### config.mk
export PLATFORM = sky130hd
export DESIGN_NAME = fifo_uart_tx
export DESIGN_NICKNAME = d
export VERILOG_FILES = /design/src/rtl/fifo_uart_tx.sv
export SDC_FILE = /design/constraint.sdc
export NUM_CORES = 1
export LEC_CHECK = 0
export ABC_CLOCK_PERIOD_IN_PS = 2600
export BUFFER_PORTS_ARGS = -buffer_cell sky130_fd_sc_hd__buf_2
export CORE_UTILIZATION = 50
export DETAILED_ROUTE_END_ITERATION = 10
export HOLD_SLACK_MARGIN = 0.08
export PLACE_DENSITY = 0.82
export RECOVER_POWER = 25
export SETUP_SLACK_MARGIN = 0.5
export SLEW_MARGIN = 20
export SYNTH_ARGS = -nofsm -noshare
export SYNTH_HDL_FRONTEND = slang
export SYNTH_SLANG_ARGS = --single-unit
### constraint.sdc
create_clock -name clk_sys_i -period 2.6 [get_ports clk_sys_i]
set_input_delay 0.26 -clock clk_sys_i [delete_from_list [all_inputs] [get_ports clk_sys_i]]
set_output_delay 0.26 -clock clk_sys_i [all_outputs]
set_load 0.005 [all_outputs]
### src/rtl/fifo_uart_tx.sv
// fifo_uart_tx: pops 32-bit words from a RAM FIFO read port and sends them
// LSB byte first on a UART TX line (8N1). Defining FIFO_UART_TX_PARITY_EN
// inserts an even-parity bit after the data bits (8E1).
module fifo_uart_tx #(
  parameter int unsigned WIDTH        = 32,
  parameter int unsigned CLKS_PER_BIT = 434
) (
  input  logic             clk_sys_i,
  input  logic             rst_sys_ni,
  input  logic             enable_i,
  input  logic             fifo_empty_i,
  input  logic             fifo_ack_i,
  input  logic [WIDTH-1:0] fifo_data_i,
  output logic             fifo_rd_en_o,
  output logic             uart_tx_o,
  output logic             busy_o,
  output logic             word_done_o
);

  localparam int unsigned NBytes = WIDTH / 8;
  localparam int unsigned BaudW  = (CLKS_PER_BIT > 1) ? $clog2(CLKS_PER_BIT) : 1;
  localparam int unsigned ByteW  = (NBytes > 1) ? $clog2(NBytes) : 1;
  localparam logic [BaudW-1:0] BaudMax  = BaudW'(CLKS_PER_BIT - 1);
  localparam logic [ByteW-1:0] LastByte = ByteW'(NBytes - 1);

`ifdef FIFO_UART_TX_PARITY_EN
  typedef enum logic [2:0] {
    StIdle, StReq, StWait, StStart, StData, StParity, StStop
  } state_e;
`else
  typedef enum logic [2:0] {
    StIdle, StReq, StWait, StStart, StData, StStop
  } state_e;
`endif

  state_e             state_q;
  logic [WIDTH-1:0]   word_q;      // shifts right one bit per data bit sent
  logic [ByteW-1:0]   byte_idx_q;
  logic [2:0]         bit_idx_q;
  logic [BaudW-1:0]   baud_q;
  logic               tx_q;
  logic               done_q;
`ifdef FIFO_UART_TX_PARITY_EN
  logic               par_q;
`endif

  logic baud_end;
  assign baud_end = (baud_q == BaudMax);

  // Drain FSM with registered line and done pulse; tx_q is loaded with the
  // level of the state being entered so the line changes on the transition edge.
  always_ff @(posedge clk_sys_i or negedge rst_sys_ni) begin
    if (!rst_sys_ni) begin
      state_q    <= StIdle;
      word_q     <= '0;
      byte_idx_q <= '0;
      bit_idx_q  <= '0;
      baud_q     <= '0;
      tx_q       <= 1'b1;
      done_q     <= 1'b0;
`ifdef FIFO_UART_TX_PARITY_EN
      par_q      <= 1'b0;
`endif
    end else begin
      done_q <= 1'b0;
      unique case (state_q)
        StIdle: begin
          tx_q   <= 1'b1;
          baud_q <= '0;
          if (enable_i && !fifo_empty_i) state_q <= StReq;
        end
        StReq: begin
          state_q <= StWait;
        end
        StWait: begin
          if (fifo_ack_i) begin
            word_q     <= fifo_data_i;
            byte_idx_q <= '0;
            baud_q     <= '0;
            tx_q       <= 1'b0;
            state_q    <= StStart;
          end else begin
            state_q <= StIdle;
          end
        end
        StStart: begin
          if (baud_end) begin
            baud_q    <= '0;
            bit_idx_q <= '0;
            tx_q      <= word_q[0];
            state_q   <= StData;
`ifdef FIFO_UART_TX_PARITY_EN
            par_q     <= ^word_q[7:0];
`endif
          end else begin
            baud_q <= baud_q + BaudW'(1);
          end
        end
        StData: begin
          if (baud_end) begin
            baud_q <= '0;
            word_q <= word_q >> 1;
            if (bit_idx_q == 3'd7) begin
`ifdef FIFO_UART_TX_PARITY_EN
              tx_q    <= par_q;
              state_q <= StParity;
`else
              tx_q    <= 1'b1;
              state_q <= StStop;
`endif
            end else begin
              bit_idx_q <= bit_idx_q + 3'd1;
              tx_q      <= word_q[1];
            end
          end else begin
            baud_q <= baud_q + BaudW'(1);
          end
        end
`ifdef FIFO_UART_TX_PARITY_EN
        StParity: begin
          if (baud_end) begin
            baud_q  <= '0;
            tx_q    <= 1'b1;
            state_q <= StStop;
          end else begin
            baud_q <= baud_q + BaudW'(1);
          end
        end
`endif
        StStop: begin
          if (baud_end) begin
            baud_q <= '0;
            if (byte_idx_q == LastByte) begin
              done_q  <= 1'b1;
              state_q <= StIdle;
            end else begin
              byte_idx_q <= byte_idx_q + ByteW'(1);
              tx_q       <= 1'b0;
              state_q    <= StStart;
            end
          end else begin
            baud_q <= baud_q + BaudW'(1);
          end
        end
        default: begin
          tx_q    <= 1'b1;
          state_q <= StIdle;
        end
      endcase
    end
  end

  assign fifo_rd_en_o = (state_q == StReq);
  assign busy_o       = (state_q != StIdle);
  assign uart_tx_o    = tx_q;
  assign word_done_o  = done_q;

endmodule
==> impl_metrics.ini, run 1 <==
[critical_path]
worst-path-stages = 7
worstPathArrival_ns = 2.17
required_ns = 2.79
crit_buf_inv = 2
r2r_cells = 7
slowest_delay_ns = 0.41
cp_top_family = simple AND/OR/NAND/NOR gates
crit_type = reg2reg
endpoint_kind = flip-flop
crit_fanout = 32
path_cells = inv_1 > ha_1 > and4b_1 > nand3_1 > a21oi_4 > buf_12 > mux2_2
start_kind = flip-flop
cp_slowest_cell = dfrtp_1

[run]
max-cap-violations = 0

[routing]
drc = 0
wl_per_cell_um = 14.14
ant_nets = 0
drtIter0Drc = 89
drt-total-wl_mm = 4.736
vias_per_cell = 5.585
first_pass_iters = 5
via_count = 1871

[layout]
drive_gt1_share_pct = 45.66
multi_input_area_um2 = 1376
seq_area_um2 = 1280
final_cell_mix = mux2_2 (63), dfrtp_1 (48), buf_2 (39)
diodes = 0
n_fill_cell = 415
instances_no_fill = 335
area_delta_synth_final_pct = 15.70
layout.nets = 307
final_common_cell = mux2_2

[synth]
ys.flop_type = dfrtp_1
async_flop_share_pct = 100.0
syn_area_um2 = 2710
synth_area_per_cell_um2 = 12.10
seq_area_frac_synth_pct = 47.14
synth_edf_count = 0
yosys_register_bits = 51
netlist.area_leader.share_pct = 46.17
ys_top_cells_by_area = dfrtp_1 (46%), mux2_2 (26%), ha_1 (2.8%)
yosysUniqueCellTypes = 42
synth_nets = 267
synthCells = 224
synth.largest_area_cell = dfrtp_1
yosysWarningCount = 0

[floorplan]
dieArea_um2 = 5718
fp-row-count = 26
die_w_um = 75.62
initial_utilization_pct = 52.39
die_h_um = 75.62
core_um2 = 5172
io_pins = 41

[place]
hpwl_mm = 3.361
place_inst = 326
portBuffers = 40
gp_congestion = 0.8375

[power]
p_seq_share_pct = 46.7
swShare_pct = 28.94
p_per_area_nw_per_um2 = 916.1
leakage_nw = 1.340
switching_power_uw = 831.4
ir_drop_mv = 0.4012
clkPwrFrac_pct = 20.0
comb_power_share_pct = 33.3
intPower_mw = 2.041

[sta]
fin_crit_sh_pct = 76.32
fmax_mhz = 503.9
rsz0062_at_grt = no
maxSlewHeadroom_pct = 12.62
final.min_clock_period_ns = 1.984
skew_ns = 0.005614
hold_violations = 0
finalSetupTns_ns = 0
setup_violations = 0
final_max_slew_viol_count = 0
whs_ns = 0.2968
worst_pin_slew_ns = 1.311

[cts]
path_clk_slew_ns = 0.09
cts_root_buf = clkbuf_8
htree_levels = 2
cts_sinks = 51
cts_buffers = 5
cts_buffer_depth = 2
tritoncts = yes
insertion_delay_ns = 0.30

[run_status]
outcome = finished clean

[global_routing]
grt_start_max_net_pins = 33
antenna_found_initial = 0
grt_pass1_vias = 1627
grt_remaining_overflow = 0
grt.total_usage_pct = 17.88
grt_pass1_wl_mm = 7.527

[hold_path]
hold_depth = 3
hp-class = in2reg
path summary, 6_finish.rpt:
kind                            slack (ns)         end            from
worst min-delay path                  0.30   word_q[2]  fifo_data_i[2]
worst max-delay path                  0.62  word_q[25]       baud_q[1]
max in group asynchronous             0.82  word_q[28]      rst_sys_ni
worst min register to register        0.49   word_q[2]       word_q[2]
worst max register to register        0.62  word_q[25]       baud_q[1]
min in group asynchronous             0.76   word_q[3]      rst_sys_ni
cells in the mapped netlist (all sizes together) (3+ instances only):
cell type and number:
o31ai 3, mux2 64, dfrtp 50, nand2 12
a211oi 3, or4 3, a21oi 5, a32o 3
nand2b 3, clkbuf 3, buf 9, nor2 5
o21ai 8, o211ai 4, ha 6, nor2b 3
nand3b 3, nand3 6, inv 5
logic make-up (layout without fill, tap and decap cells):
kind of cell             count (synthesis)  after routing  share of synthesized area (%)
AND/OR/NAND/NOR                         47             47                          10.39
AO/OA/AOI/OAI                           34             34                          8.634
adder cells (fa/ha/maj)                  6              6                          2.770
multiplexers                            66             66                          27.33
flip-flops                              51             51                          47.14
XOR/XNOR                                 3              3                         0.9697
buffers and inverters                   17             58                          2.770
timing repair:
item,CTS,global route
setup buffers,0,0
hold buffers,1,0
endpoints found under the setup margin,33,35
hold endpoints to repair,22,0
resized for setup,2,4
sequential cells by signal, summed over array words and instances (netlist names):
register / flops
uart_tx_o: 1
baud_q: 9
word_done_o: 1
byte_idx_q: 2
bit_idx_q: 3
state_q: 3
word_q: 32
stage by stage:
stage	total power [mW]	utilization [%]	worst slack (ns)	area [µm²]
after global placement	2.265	57.72	0.5441	2985
after CTS	2.906	60.43	0.5405	3126
final	2.872	60.62	0.6157	3136
after floorplan	2.084	-	0.7157	2710
after global routing	3.073	60.62	0.5270	3136
after detailed placement	2.322	57.72	0.4855	2985
worst register-to-register path, cell delays in order, from the launching register on:
cell,delay [ns]
dfrtp_1,0.41
inv_1,0.06
ha_1,0.13
and4b_1,0.32
nand3_1,0.17
a21oi_4,0.19
buf_12,0.21
mux2_2,0.37
power by group through the flow:
stage / logic, mW / clock network [mW] / registers [mW]
after floorplan: 0.810 / 0 / 1.27
after detailed placement: 0.961 / 0 / 1.36
after global routing: 1.06 / 0.624 / 1.39
after global placement: 0.923 / 0 / 1.34
after CTS: 0.967 / 0.593 / 1.35
final: 0.955 / 0.574 / 1.34
per-layer routing:
layer / wire, µm / track usage [%] / vias to the layer above
met5: 0 / 0 / -
met4: 67 / 8.436 / 0
met3: 176 / 3.571 / 4
met2: 2317 / 26.98 / 51
met1: 2175 / 24.91 / 908
li1: - / - / 908
area by class of cell:
class	instances	share of cell area [%]
multi-input cells	156	43.89
inverters	5	0.5986
clock buffers	6	2.634
repair buffers	45	8.021
clock inverters	2	1.237
flip-flops and latches	51	40.82
well taps	70	2.793
Power figures use the tool's default switching activity.
==> inputs of run 2 (changes only) <==
--- a/config.mk
+++ b/config.mk
@@ -5,12 +5,12 @@
 export SDC_FILE = /design/constraint.sdc
 export NUM_CORES = 1
 export LEC_CHECK = 0
-export ABC_CLOCK_PERIOD_IN_PS = 2600
+export ABC_CLOCK_PERIOD_IN_PS = 1600
 export BUFFER_PORTS_ARGS = -buffer_cell sky130_fd_sc_hd__buf_2
 export CORE_UTILIZATION = 50
 export DETAILED_ROUTE_END_ITERATION = 10
 export HOLD_SLACK_MARGIN = 0.08
-export PLACE_DENSITY = 0.82
+export PLACE_DENSITY = 0.85
 export RECOVER_POWER = 25
 export SETUP_SLACK_MARGIN = 0.5
 export SLEW_MARGIN = 20
==> constraint.sdc (replaced) <==
create_clock -name clk_sys_i -period 1.6 [get_ports clk_sys_i]
set_input_delay 0.16 -clock clk_sys_i [delete_from_list [all_inputs] [get_ports clk_sys_i]]
set_output_delay 0.16 -clock clk_sys_i [all_outputs]
set_load 0.005 [all_outputs]
==> impl_metrics.ini, run 2 (synthesis gave the netlist of run 1 again) <==
[routing]
via_count = 2181
vias_per_cell = 5.755
wl_per_cell_um = 19.07
ant_nets = 0
drtIter0Drc = 130
drc = 0
first_pass_iters = 4
drt-total-wl_mm = 7.228

[critical_path]
worstPathArrival_ns = 2.13
crit_type = reg2reg
crit_fanout = 7
required_ns = 1.80
start_kind = flip-flop
endpoint_kind = flip-flop

[place]
placed_cell_area_um2 = 3357
gp_congestion = 0.9663
portBuffers = 40
hpwl_mm = 4.049

[cts]
path_clk_slew_ns = 0.10
cts_buffers = 5
tritoncts = yes
htree_levels = 2
cts_sinks = 51
insertion_delay_ns = 0.31
cts_buffer_depth = 2
cts_root_buf = clkbuf_8

[layout]
diodes = 0
largest_reg_flops = 32
area_delta_synth_final_pct = 39.43
layout.nets = 351
final_cell_mix = mux2_2 (50), dfrtp_1 (47), buf_2 (38)
final_util_pct = 73.05
design_area_um2 = 3779
final_common_cell = mux2_2
drive_gt1_share_pct = 62.78
n_fill_cell = 315
reg_top3 = word_q: 32 flops, baud_q: 9 flops
regMostFlops = word_q

[sta]
final_max_slew_viol_count = 0
fmax_mhz = 518.9
setup_violations = 50
rsz0062_at_grt = yes
final.min_clock_period_ns = 1.927
fin_ws_ns = -0.3273
maxSlewHeadroom_pct = 53.63
skew_ns = 0.003193
hold_violations = 0
finalSetupTns_ns = -11.04
fin_crit_sh_pct = 120.5
whs_ns = 0.1921
worst_pin_slew_ns = 0.6955

[power]
p_per_area_nw_per_um2 = 1424
switching_power_mw = 1.739
power_mw = 5.380
intPower_mw = 3.642
ir_drop_mv = 0.8143
swShare_pct = 32.31
clkPwrFrac_pct = 15.0
comb_power_share_pct = 45.1
p_seq_share_pct = 39.9
leakage_nw = 1.654

[global_routing]
grt_start_max_net_pins = 52
grt_pass1_wl_mm = 9.729
grt.total_usage_pct = 23.45
grt_remaining_overflow = 0
antenna_found_initial = 0
grt_pass1_vias = 2082

[floorplan]
die_w_um = 75.62
fp-row-count = 26
core_um2 = 5172
io_pins = 41
dieArea_um2 = 5718
die_h_um = 75.62
initial_utilization_pct = 52.39

[hold_path]
hp-class = in2reg

[run_status]
outcome = finished with violations
violations = negative setup slack

[run]
max-cap-violations = 0
-- run 2: cell types whose count changed in the layout (fill, tap and decap cells not counted), moves of 4 or more --
cell	change
o21ai_2	+4
buf_6	+14
buf_4	+27
mux2_4	+13
o21ai_0	-6
mux2_2	-13
-- run 2: per-layer routing --
| metal | GRT usage [%] | routed length (µm) | part of all wire (%) | vias to the layer above |
|---|---|---|---|---|
| met5 | 0 | 0 | 0 | - |
| met4 | 13.37 | 293 | 4.1 | 0 |
| met3 | 5.291 | 321 | 4.4 | 29 |
| met2 | 38.19 | 3712 | 51 | 66 |
| met1 | 28.88 | 2900 | 40 | 1094 |
| li1 | - | - | - | 992 |
-- run 2: cell type report --
| type | count | area [µm²] | share of cell area (%) |
|---|---|---|---|
| multi-input cells | 156 | 1592 | 42.12 |
| repair buffers | 89 | 700.7 | 18.54 |
| well taps | 70 | 87.58 | 2.318 |
| flip-flops and latches | 51 | 1281 | 33.91 |
| inverters | 5 | 18.77 | 0.4967 |
| clock inverters | 2 | 16.27 | 0.4305 |
| clock buffers | 6 | 82.58 | 2.185 |
-- run 2: power by group through the flow --
stage / sequential, mW / clock [mW] / combinational (mW)
floorplan: 2.09 / 0 / 1.43
global placement: 2.10 / 0 / 1.95
detailed placement: 2.13 / 0 / 2.03
CTS: 2.11 / 0.815 / 2.17
global route: 2.20 / 0.868 / 2.59
finish: 2.15 / 0.808 / 2.43
-- run 2: path summary, 6_finish.rpt --
| kind | cells past startpoint | end | slack [ns] | start |
|---|---|---|---|---|
| setup / recovery | 8 | word_q[29] | -0.33 | baud_q[1] |
| hold / removal | 3 | word_q[2] | 0.19 | fifo_data_i[2] |
| min in group asynchronous | 3 | baud_q[6] | 0.52 | rst_sys_ni |
| setup reg to reg | 8 | word_q[29] | -0.33 | baud_q[1] |
| hold reg to reg | 1 | word_q[2] | 0.50 | word_q[2] |
| max in group asynchronous | 3 | state_q[2] | 0.57 | rst_sys_ni |
-- run 2: what timing repair did --
action,CTS,global route
gates resized for setup,25,29
pin swaps,6,12
setup endpoints to repair,54,54
hold buffers,1,0
buffers inserted,5,3
hold endpoints to repair,50,0
gates cloned,0,3
-- run 2: metrics by stage --
stage	instances	setup WS, ns
final	379	-0.3273
after CTS	373	-0.1745
after global routing	379	-0.3731
after detailed placement	359	-0.1612
after floorplan	224	-0.1482
after global placement	359	-0.1050
-- run 2: critical path: stages (launching register included) --
cell	delay [ns]
dfrtp_1	0.40
inv_1	0.08
ha_1	0.13
and4b_2	0.26
nand3_4	0.08
a21oi_4	0.20
buf_12	0.16
clkbuf_16	0.16
mux2_2	0.34
